## config.mk

```make
export PLATFORM = sky130hd
export DESIGN_NAME = rom_fetch_ctrl
export DESIGN_NICKNAME = d
export VERILOG_FILES = /design/src/rtl/rom_fetch_ctrl.sv
export SDC_FILE = /design/constraint.sdc
export NUM_CORES = 1
export LEC_CHECK = 0
export BUFFER_PORTS_ARGS = -buffer_cell sky130_fd_sc_hd__buf_2
export CAP_MARGIN = 30
export CORE_MARGIN = 2
export CORE_UTILIZATION = 50
export DETAILED_ROUTE_END_ITERATION = 6
export PLACE_DENSITY_LB_ADDON = 0.05
export SLEW_MARGIN = 40
export SYNTH_ARGS = -nofsm -noshare
export SYNTH_HDL_FRONTEND = slang
export SYNTH_SLANG_ARGS = --single-unit
```

## constraint.sdc

```tcl
create_clock -name clk -period 2.8 [get_ports clk]
set_clock_uncertainty 0.2 [all_clocks]
set_input_delay 0.14 -clock clk [delete_from_list [all_inputs] [get_ports clk]]
set_output_delay 0.14 -clock clk [all_outputs]
set_load 0.02 [all_outputs]
```

## src/rtl/rom_fetch_ctrl.sv

```systemverilog
`default_nettype none
// ============================================================================
// Module   : rom_fetch_ctrl
// Brief    : Burst read initiator for bram_rd_port ROM wrappers. Issues
//            sequential addresses and caps in-flight requests. Forwards the
//            returned words in order, flags the last word of each burst,
//            and pulses done when the burst completes.
// Revision : 1.0 - initial release
// ============================================================================
module rom_fetch_ctrl #(
  parameter int W_DATA          = 13,
  parameter int W_ADDR          = 12,
  parameter int MAX_OUTSTANDING = 4
) (
  input  logic              clk,
  input  logic              rst,
  input  logic              cmd_valid,
  output logic              cmd_ready,
  input  logic [W_ADDR-1:0] cmd_base,
  input  logic [W_ADDR:0]   cmd_count,
  output logic              addr1_valid,
  input  logic              addr1_ready,
  output logic [W_ADDR-1:0] addr1_data,
  input  logic              data1_valid,
  output logic              data1_ready,
  input  logic [W_DATA-1:0] data1,
  output logic              dout_valid,
  input  logic              dout_ready,
  output logic [W_DATA-1:0] dout_data,
  output logic              dout_last,
  output logic              done
);

  localparam int                c_OW      = $clog2(MAX_OUTSTANDING + 1);
  localparam logic [c_OW-1:0]   c_MAX_OUT = c_OW'(MAX_OUTSTANDING);
  localparam logic [c_OW-1:0]   c_OUT_ONE = c_OW'(1);
  localparam logic [W_ADDR:0]   c_CNT_ONE = (W_ADDR + 1)'(1);
  localparam logic [W_ADDR-1:0] c_ADR_ONE = W_ADDR'(1);

  typedef enum logic [1:0] {
    S_IDLE = 2'd0,
    S_RUN  = 2'd1,
    S_DONE = 2'd2
  } state_t;

  state_t            r_state;
  state_t            w_state_nxt;
  logic [W_ADDR-1:0] r_addr;
  logic [W_ADDR:0]   r_count;
  logic [W_ADDR:0]   r_issue_cnt;
  logic [W_ADDR:0]   r_ret_cnt;
  logic [c_OW-1:0]   r_outstanding;

  logic w_has_out;
  logic w_is_last;
  logic w_addr_hs;
  logic w_data_hs;
  logic w_dout_hs;
  logic w_cmd_hs;

  // The data channel is only live while words are in flight, so a stray
  // data1_valid with nothing outstanding never reaches the downstream port.
  assign w_has_out  = (r_outstanding != '0);
  assign w_is_last  = (r_ret_cnt == (r_count - c_CNT_ONE));
  assign w_addr_hs  = addr1_valid && addr1_ready;
  assign w_data_hs  = data1_valid && data1_ready;
  assign w_dout_hs  = dout_valid && dout_ready;
  assign w_cmd_hs   = cmd_valid && cmd_ready;
  assign addr1_data = r_addr;
  assign dout_data  = data1;

  // State register.
  always_ff @(posedge clk or posedge rst) begin
    if (rst) begin
      r_state <= S_IDLE;
    end else begin
      r_state <= w_state_nxt;
    end
  end

  // Next-state and handshake outputs; every output is gated by state so an
  // asserted reset silences the block in the same cycle.
  always_comb begin
    w_state_nxt = r_state;
    cmd_ready   = 1'b0;
    addr1_valid = 1'b0;
    data1_ready = 1'b0;
    dout_valid  = 1'b0;
    dout_last   = 1'b0;
    done        = 1'b0;
    case (r_state)
      S_IDLE: begin
        cmd_ready = !rst;
        if (cmd_valid && !rst) begin
          w_state_nxt = (cmd_count == '0) ? S_DONE : S_RUN;
        end
      end
      S_RUN: begin
        // Issue gating uses the registered outstanding count only; a return
        // in the same cycle frees a slot one cycle later.
        addr1_valid = (r_issue_cnt < r_count) && (r_outstanding < c_MAX_OUT);
        dout_valid  = data1_valid && w_has_out;
        data1_ready = dout_ready && w_has_out;
        dout_last   = dout_valid && w_is_last;
        if (dout_valid && dout_ready && w_is_last) begin
          w_state_nxt = S_DONE;
        end
      end
      S_DONE: begin
        done        = 1'b1;
        w_state_nxt = S_IDLE;
      end
      default: begin
        w_state_nxt = S_IDLE;
      end
    endcase
  end

  // Burst bookkeeping: address pointer, issue/return counters, in-flight count.
  always_ff @(posedge clk or posedge rst) begin
    if (rst) begin
      r_addr        <= '0;
      r_count       <= '0;
      r_issue_cnt   <= '0;
      r_ret_cnt     <= '0;
      r_outstanding <= '0;
    end else begin
      if (w_cmd_hs) begin
        r_addr      <= cmd_base;
        r_count     <= cmd_count;
        r_issue_cnt <= '0;
        r_ret_cnt   <= '0;
      end
      if (w_addr_hs) begin
        r_addr      <= r_addr + c_ADR_ONE;
        r_issue_cnt <= r_issue_cnt + c_CNT_ONE;
      end
      if (w_dout_hs) begin
        r_ret_cnt <= r_ret_cnt + c_CNT_ONE;
      end
      case ({w_addr_hs, w_data_hs})
        2'b10:   r_outstanding <= r_outstanding + c_OUT_ONE;
        2'b01:   r_outstanding <= r_outstanding - c_OUT_ONE;
        default: r_outstanding <= r_outstanding;
      endcase
    end
  end

endmodule
`default_nettype wire
```

Yosys cells after proc, flatten, opt, wreduce, memory -nomap -nowiden

Cells that the tools add are included.

Register bits: 56
Input bits: 44
Output and inout bits: 31
Word-level logic and storage cells: 56

Add/subtract/negate cells: 6
Order comparisons: 2
Eq/ne operators: 7
Mux-type cells: 16
Reduce and logical (&&, ||, !) cells: 19

Operators with widths:

| cell                    | count |
|---|---|
| $mux W13                | 3 |
| $add A13 B1 Y13 const B | 2 |
| $mux W12                | 2 |
| $eq A13 B13 Y1          | 1 |
| $logic_not A13 Y1       | 1 |
| $lt A13 B13 Y1          | 1 |
| $sub A13 B1 Y13 const B | 1 |
| $add A12 B1 Y12 const B | 1 |
| $logic_and A1 B1 Y1     | 11 |
| $mux W1                 | 6 |
| $mux W2                 | 3 |
| $pmux W3 S2             | 1 |
| $reduce_bool A2 Y1      | 3 |
| $eq A2 B1 Y1 const B    | 2 |
| $eq A2 B2 Y1 const B    | 2 |
| $ne A2 B2 Y1 const B    | 2 |
| $pmux W2 S2             | 1 |
| $add A3 B1 Y3 const B   | 1 |
| $lt A3 B3 Y1 const B    | 1 |
| $reduce_bool A3 Y1      | 1 |
| $sub A3 B1 Y3 const B   | 1 |
| $logic_not A2 Y1        | 1 |
| $reduce_and A2 Y1       | 1 |
| $logic_not A1 Y1        | 1 |

Longest topological paths before layout

Depth in word-level cells: 6
Gate-level depth with buffers: 16
Mapped depth without buffers: 13

Worst setup path after synthesis

No wires, ideal clock.

Kind: register -> register
Start: register r_count[11]
End: register r_outstanding[2]
Library setup time: 79 ps
Arrival: 2739 ps
Data required time: 2521 ps
Path slack: -218 ps
Stages on the path, launching flop included: 16
Buffers on the path: 2
Period minus slack after synthesis: 3018 ps
Path through: dfrtp_1 > inv_1 > ha_1 > o21ai_0 > o211ai_1 > nor4b_2 > a21o_2 > inv_1 > buf_4 > buf_2 > ha_1 > inv_1 > fa_1 > xor2_1 > nor2_1 > xor2_1

Longest elaborated chain between the ends: 6
Elaborated cells on any way between the ends: 8
Those cells by class: 1 x order compare; 2 x eq/ne; 2 x mux; 3 x reduce/logical

RTL lines:

| element                                                  | line | text |
|---|---|---|
| start, declared                                          | 49   | `logic [W_ADDR:0] r_count;` |
| start signal, assigned                                   | 130  | `r_count <= cmd_count;` |
| $lt A13 B13 Y1 (*)                                       | 101  | `addr1_valid = (r_issue_cnt < r_count) && (r_outstanding < c_MAX_OUT);` |
| $logic_and A1 B1 Y1 (*)                                  | 101  |  |
| $mux W1 (*)                                              | 91   | `case (r_state)` |
| $logic_and A1 B1 Y1 (*)                                  | 65   | `assign w_addr_hs = addr1_valid && addr1_ready;` |
| $eq A2 B1 Y1 / $eq A2 B2 Y1 (equally long branches)      | 141  | `case ({w_addr_hs, w_data_hs})` |
| $pmux W3 S2 / $reduce_bool A2 Y1 (equally long branches) | n/a  |  |
| end signal, assigned                                     | 142  | `2'b10: r_outstanding <= r_outstanding + c_OUT_ONE;` |
| end signal, assigned                                     | 143  | `2'b01: r_outstanding <= r_outstanding - c_OUT_ONE;` |
| end signal, assigned                                     | 144  | `default: r_outstanding <= r_outstanding;` |
| end, declared                                            | 52   | `logic [c_OW-1:0] r_outstanding;` |

Every way passes the cells marked *; elsewhere a longest branch is shown, timed or not.
A chain may end at the register's enable or synchronous reset.

Worst setup path in the final report

Start: register r_count[0]
End: output dout_last

Longest elaborated chain between the ends: 4

RTL lines:

| element             | line | text |
|---|---|---|
| $sub A13 B1 Y13     | 64   | `assign w_is_last = (r_ret_cnt == (r_count - c_CNT_ONE));` |
| $eq A13 B13 Y1      | 64   |  |
| $logic_and A1 B1 Y1 | 104  | `dout_last = dout_valid && w_is_last;` |
| $mux W1             | 91   |  |
| end, declared       | 30   | `output logic dout_last,` |

No other way between the ends.

==> results.md <==
- Nets: 573
- Reg-to-Reg End: r_outstanding[2]
- N_diodes: 0
- Global-route wire length before repair: 16,010 um
- Port bufs: between 40 and 50
- Power density cells: 845.1 nW/um^2
- Fillcell total: 599
- Worst rel slew slack: 62.80%
- Worst Hold Path EP: dout_data[11]
- Vias per std cell: ~5.5
- Longest Clk Path Bufs: 2
- Syn Nets: 478
- Most frequent cells in the layout: dfrtp_1, buf_2, nand2_1, buf_4, dlygate4sd3_1
- Clk slew on worst S/H paths: 0.10 ns
- Synth cell types: 58
- Most common cell after layout, fill and taps aside: dfrtp_1
- Min Clock Period, post-route: 2.763 ns
- Worst setup margin: 0.03691 ns
- Number of enable flip-flop cells after synthesis: 0
- Total Wirelength: 9707 um
- Starting Density: between 50% and 60%
- Final Util: about 66%
- DRC: 0
- VDD IR max: 0.0004594 V
- Sw Share: between 40% and 50%
- Fin crit share: 98.68%
- Reg2Reg Launch Point: r_count[11]
- Worst slew pin tran: 0.5537 ns
- Startpoint Class: flip-flop
- Clock tree from TritonCTS: yes
- Tot GR Track Use: between 20% and 30%
- R2R depth: 13
- Psw: 0.001734 W
- Largest stage delay, worst path: 0.41 ns
- Primary FF master, synth: dfrtp_1
- Seq/Total Area, Yosys: 36.89%
- Hold Violations, Final: 0
- Std-Cell Rows: 31
- Mapped Cells: 416
- I/O Pins: 75
- WS Path Type: reg2out
- Pre-CTS WS: 0.1054 ns
- Worst path bufs/invs: 2
- Die Wd: 91.16 um
- Initial antenna violation count: 0
- Crit-path leading delay family: simple AND/OR/NAND/NOR gates
- Root buf cell: clkbuf_8
- Vias in the first global route: 3,122
- CTS sink count: 56
- R2R setup slack: 0.13 ns
- DP Wirelength: 7024 um
- F_max: 361.9 MHz
- Die ar.: 8310 um^2
- Status: finished, final reports clean
- Crit-path max FO: 4
- Share of layout cells above drive strength 1: 26.76%
- CTS H-tree lvls: 2
- Sequential power share: between 30% and 40%
- Hold path startpoint: data1[11]
- CP Cell Sequence: inv_2 > ha_4 > nor3b_4 > nand4_1 > o21bai_4 > a2111oi_4 > nand3_1 > nor2_1 > buf_4
- YS warnings: 0
- Routed Antenna Nets: 0
- Pin count of the biggest net entering global routing: 32
- Layout area overhead: 26.81%
- #FFs+latches synth: 56
- Ys async rst share: 100.0%
- Hold Crit Depth: 0
- Grt total ovfl: 0
- Die height: 91.16 um
- Worst path slowest cell: dfrtp_1
- RSZ-0062 raised after global routing: yes
- Final setup viols: 0
- CP arrival: roughly 2.4 ns
- Comb power frac: 53.6%
- RePlAce Congestion: between 0.8 and 0.9
- Mapped Avg Cell Area: 9.131 um^2
- Core Region: 7292 um^2
- Via count: 3,342
- Crit. End Element: output port
- Clock Power Share: between 10% and 20%
- Worst skew pair latency: 0.32 ns
- Worst Hold Class: in2out
- Leak: approximately 2.2 nW
- WL per Instance: 15.89 um
- TritonCTS Buffers: 5
- Max Cap Viol: 0
- Final slew viol count: 0
- 1st-iter DRT viols: 172
- Cell internal pwr: 0.002337 W
- Cell area after synthesis: 3799 um^2
- Worst Path Required: ~2.5 ns
- Total iterations of the first detailed-routing run: 4
==> state kept, by name (all words and copies together), names as in the netlist <==
register	flops
r_count	13
r_issue_cnt	13
r_ret_cnt	13
addr1_data	12
r_outstanding	3
r_state	2
==> routing by layer <==
layer	wire, um	vias up	track usage [%]	part of all wire (%)
li1	-	1675	-	-
met1	4635	1582	35.30	48
met2	4476	73	36.98	46
met3	421	12	2.988	4.3
met4	174	0	6.313	1.8
met5	0	-	0	0
==> synthesized netlist by cell type (2+ instances only) <==
cell	number	share of area, %
xor2_1	5	1.2
mux2_4	2	0.79
inv_1	19	1.9
nand3b_1	2	0.40
nor2_1	26	2.6
buf_4	14	2.8
o21ai_0	27	3.6
a211oi_1	2	0.40
nand2b_1	4	0.66
xnor2_1	14	3.2
nand4_1	11	1.8
nor4_1	7	1.2
a21oi_1	11	1.4
a31o_2	2	0.46
or4_1	2	0.40
nor2b_1	4	0.66
dfrtp_1	56	37
nor3b_1	8	1.6
buf_1	2	0.20
nor3_1	18	2.4
or2_2	2	0.33
a22o_1	2	0.46
a211o_1	3	0.69
a221o_1	11	2.9
buf_2	6	0.79
mux2i_1	21	5.5
ha_1	17	5.6
nor4_4	2	1.1
a21boi_0	2	0.40
nand2_1	43	4.2
a21o_1	7	1.4
and2_1	3	0.49
nand3_1	22	2.9
clkbuf_1	6	0.59
and3_1	10	1.6
==> power groups by stage <==
stage	Sequential [W]	Combinational, W	Clock [W]
final	0.00134	0.00218	0.000546
after global routing	0.00139	0.00241	0.000583
after detailed placement	0.00135	0.00198	0
after floorplan	0.00146	0.00129	0
after CTS	0.00134	0.00203	0.000559
after global placement	0.00134	0.00195	0
==> kinds of logic after synthesis <==
| logic type | share of synthesized area (%) |
|---|---|
| AO/OA/AOI/OAI | 14.49 |
| flip-flops | 36.89 |
| multiplexers | 6.621 |
| adder cells (fa/ha/maj) | 6.126 |
| AND/OR/NAND/NOR | 24.57 |
| XOR/XNOR | 4.381 |
| buffers and inverters | 6.917 |
==> metrics by stage <==
stage	hold slack, ns	power [W]	instance area, um^2	setup TNS, ns	instances
final	0.08001	0.004071	4817	0	611
after global routing	0.08003	0.004382	4817	-0.1656	611
after CTS	0.08015	0.003927	4641	0	598
after detailed placement	-0.01096	0.003327	4233	0	561
after global placement	-0.01550	0.003284	4233	0	561
after floorplan	0.05684	0.002743	3834	-0.04150	416
==> worst max path at each step <==
| stage | start | to | cells past startpoint |
|---|---|---|---|
| after floorplan | r_count[11] | r_outstanding[2] | 15 |
| after global placement | r_issue_cnt[11] | r_outstanding[2] | 12 |
| after detailed placement | r_issue_cnt[11] | r_outstanding[2] | 12 |
| after CTS | r_count[1] | dout_last | 9 |
| after global routing | r_count[0] | dout_last | 9 |
| final | r_count[0] | dout_last | 9 |
==> layout make-up <==
| cell class | instances | area, um^2 | share of cell area, % |
|---|---|---|---|
| flip-flops and latches | 56 | 1401 | 29.09 |
| repair buffers | 118 | 868.3 | 18.03 |
| inverters | 19 | 71.32 | 1.481 |
| well taps | 99 | 123.9 | 2.571 |
| clock inverters | 3 | 42.54 | 0.8831 |
| multi-input cells | 311 | 2241 | 46.52 |
| clock buffers | 5 | 68.82 | 1.429 |
==> repair_timing <==
action                                 4_1_cts  5_1_grt
cloned                                       0        0
setup endpoints to repair                    1        4
endpoints found under the hold margin       47        0
gates resized for setup                      3       18
hold buffers                                27        0
pin swaps                                    2       10
buffers inserted                             2       13
==> worst register-to-register path, delay by kind of cell, from the launching register on <==
family	cells	cell delay, ns
fa+ha+maj	3	0.76
buf+inv	3	0.19
xor+xnor	2	0.30
compound gates	3	0.61
simple gates	2	0.19
flops	1	0.36
No activity file was read; power rests on OpenSTA's default activity.
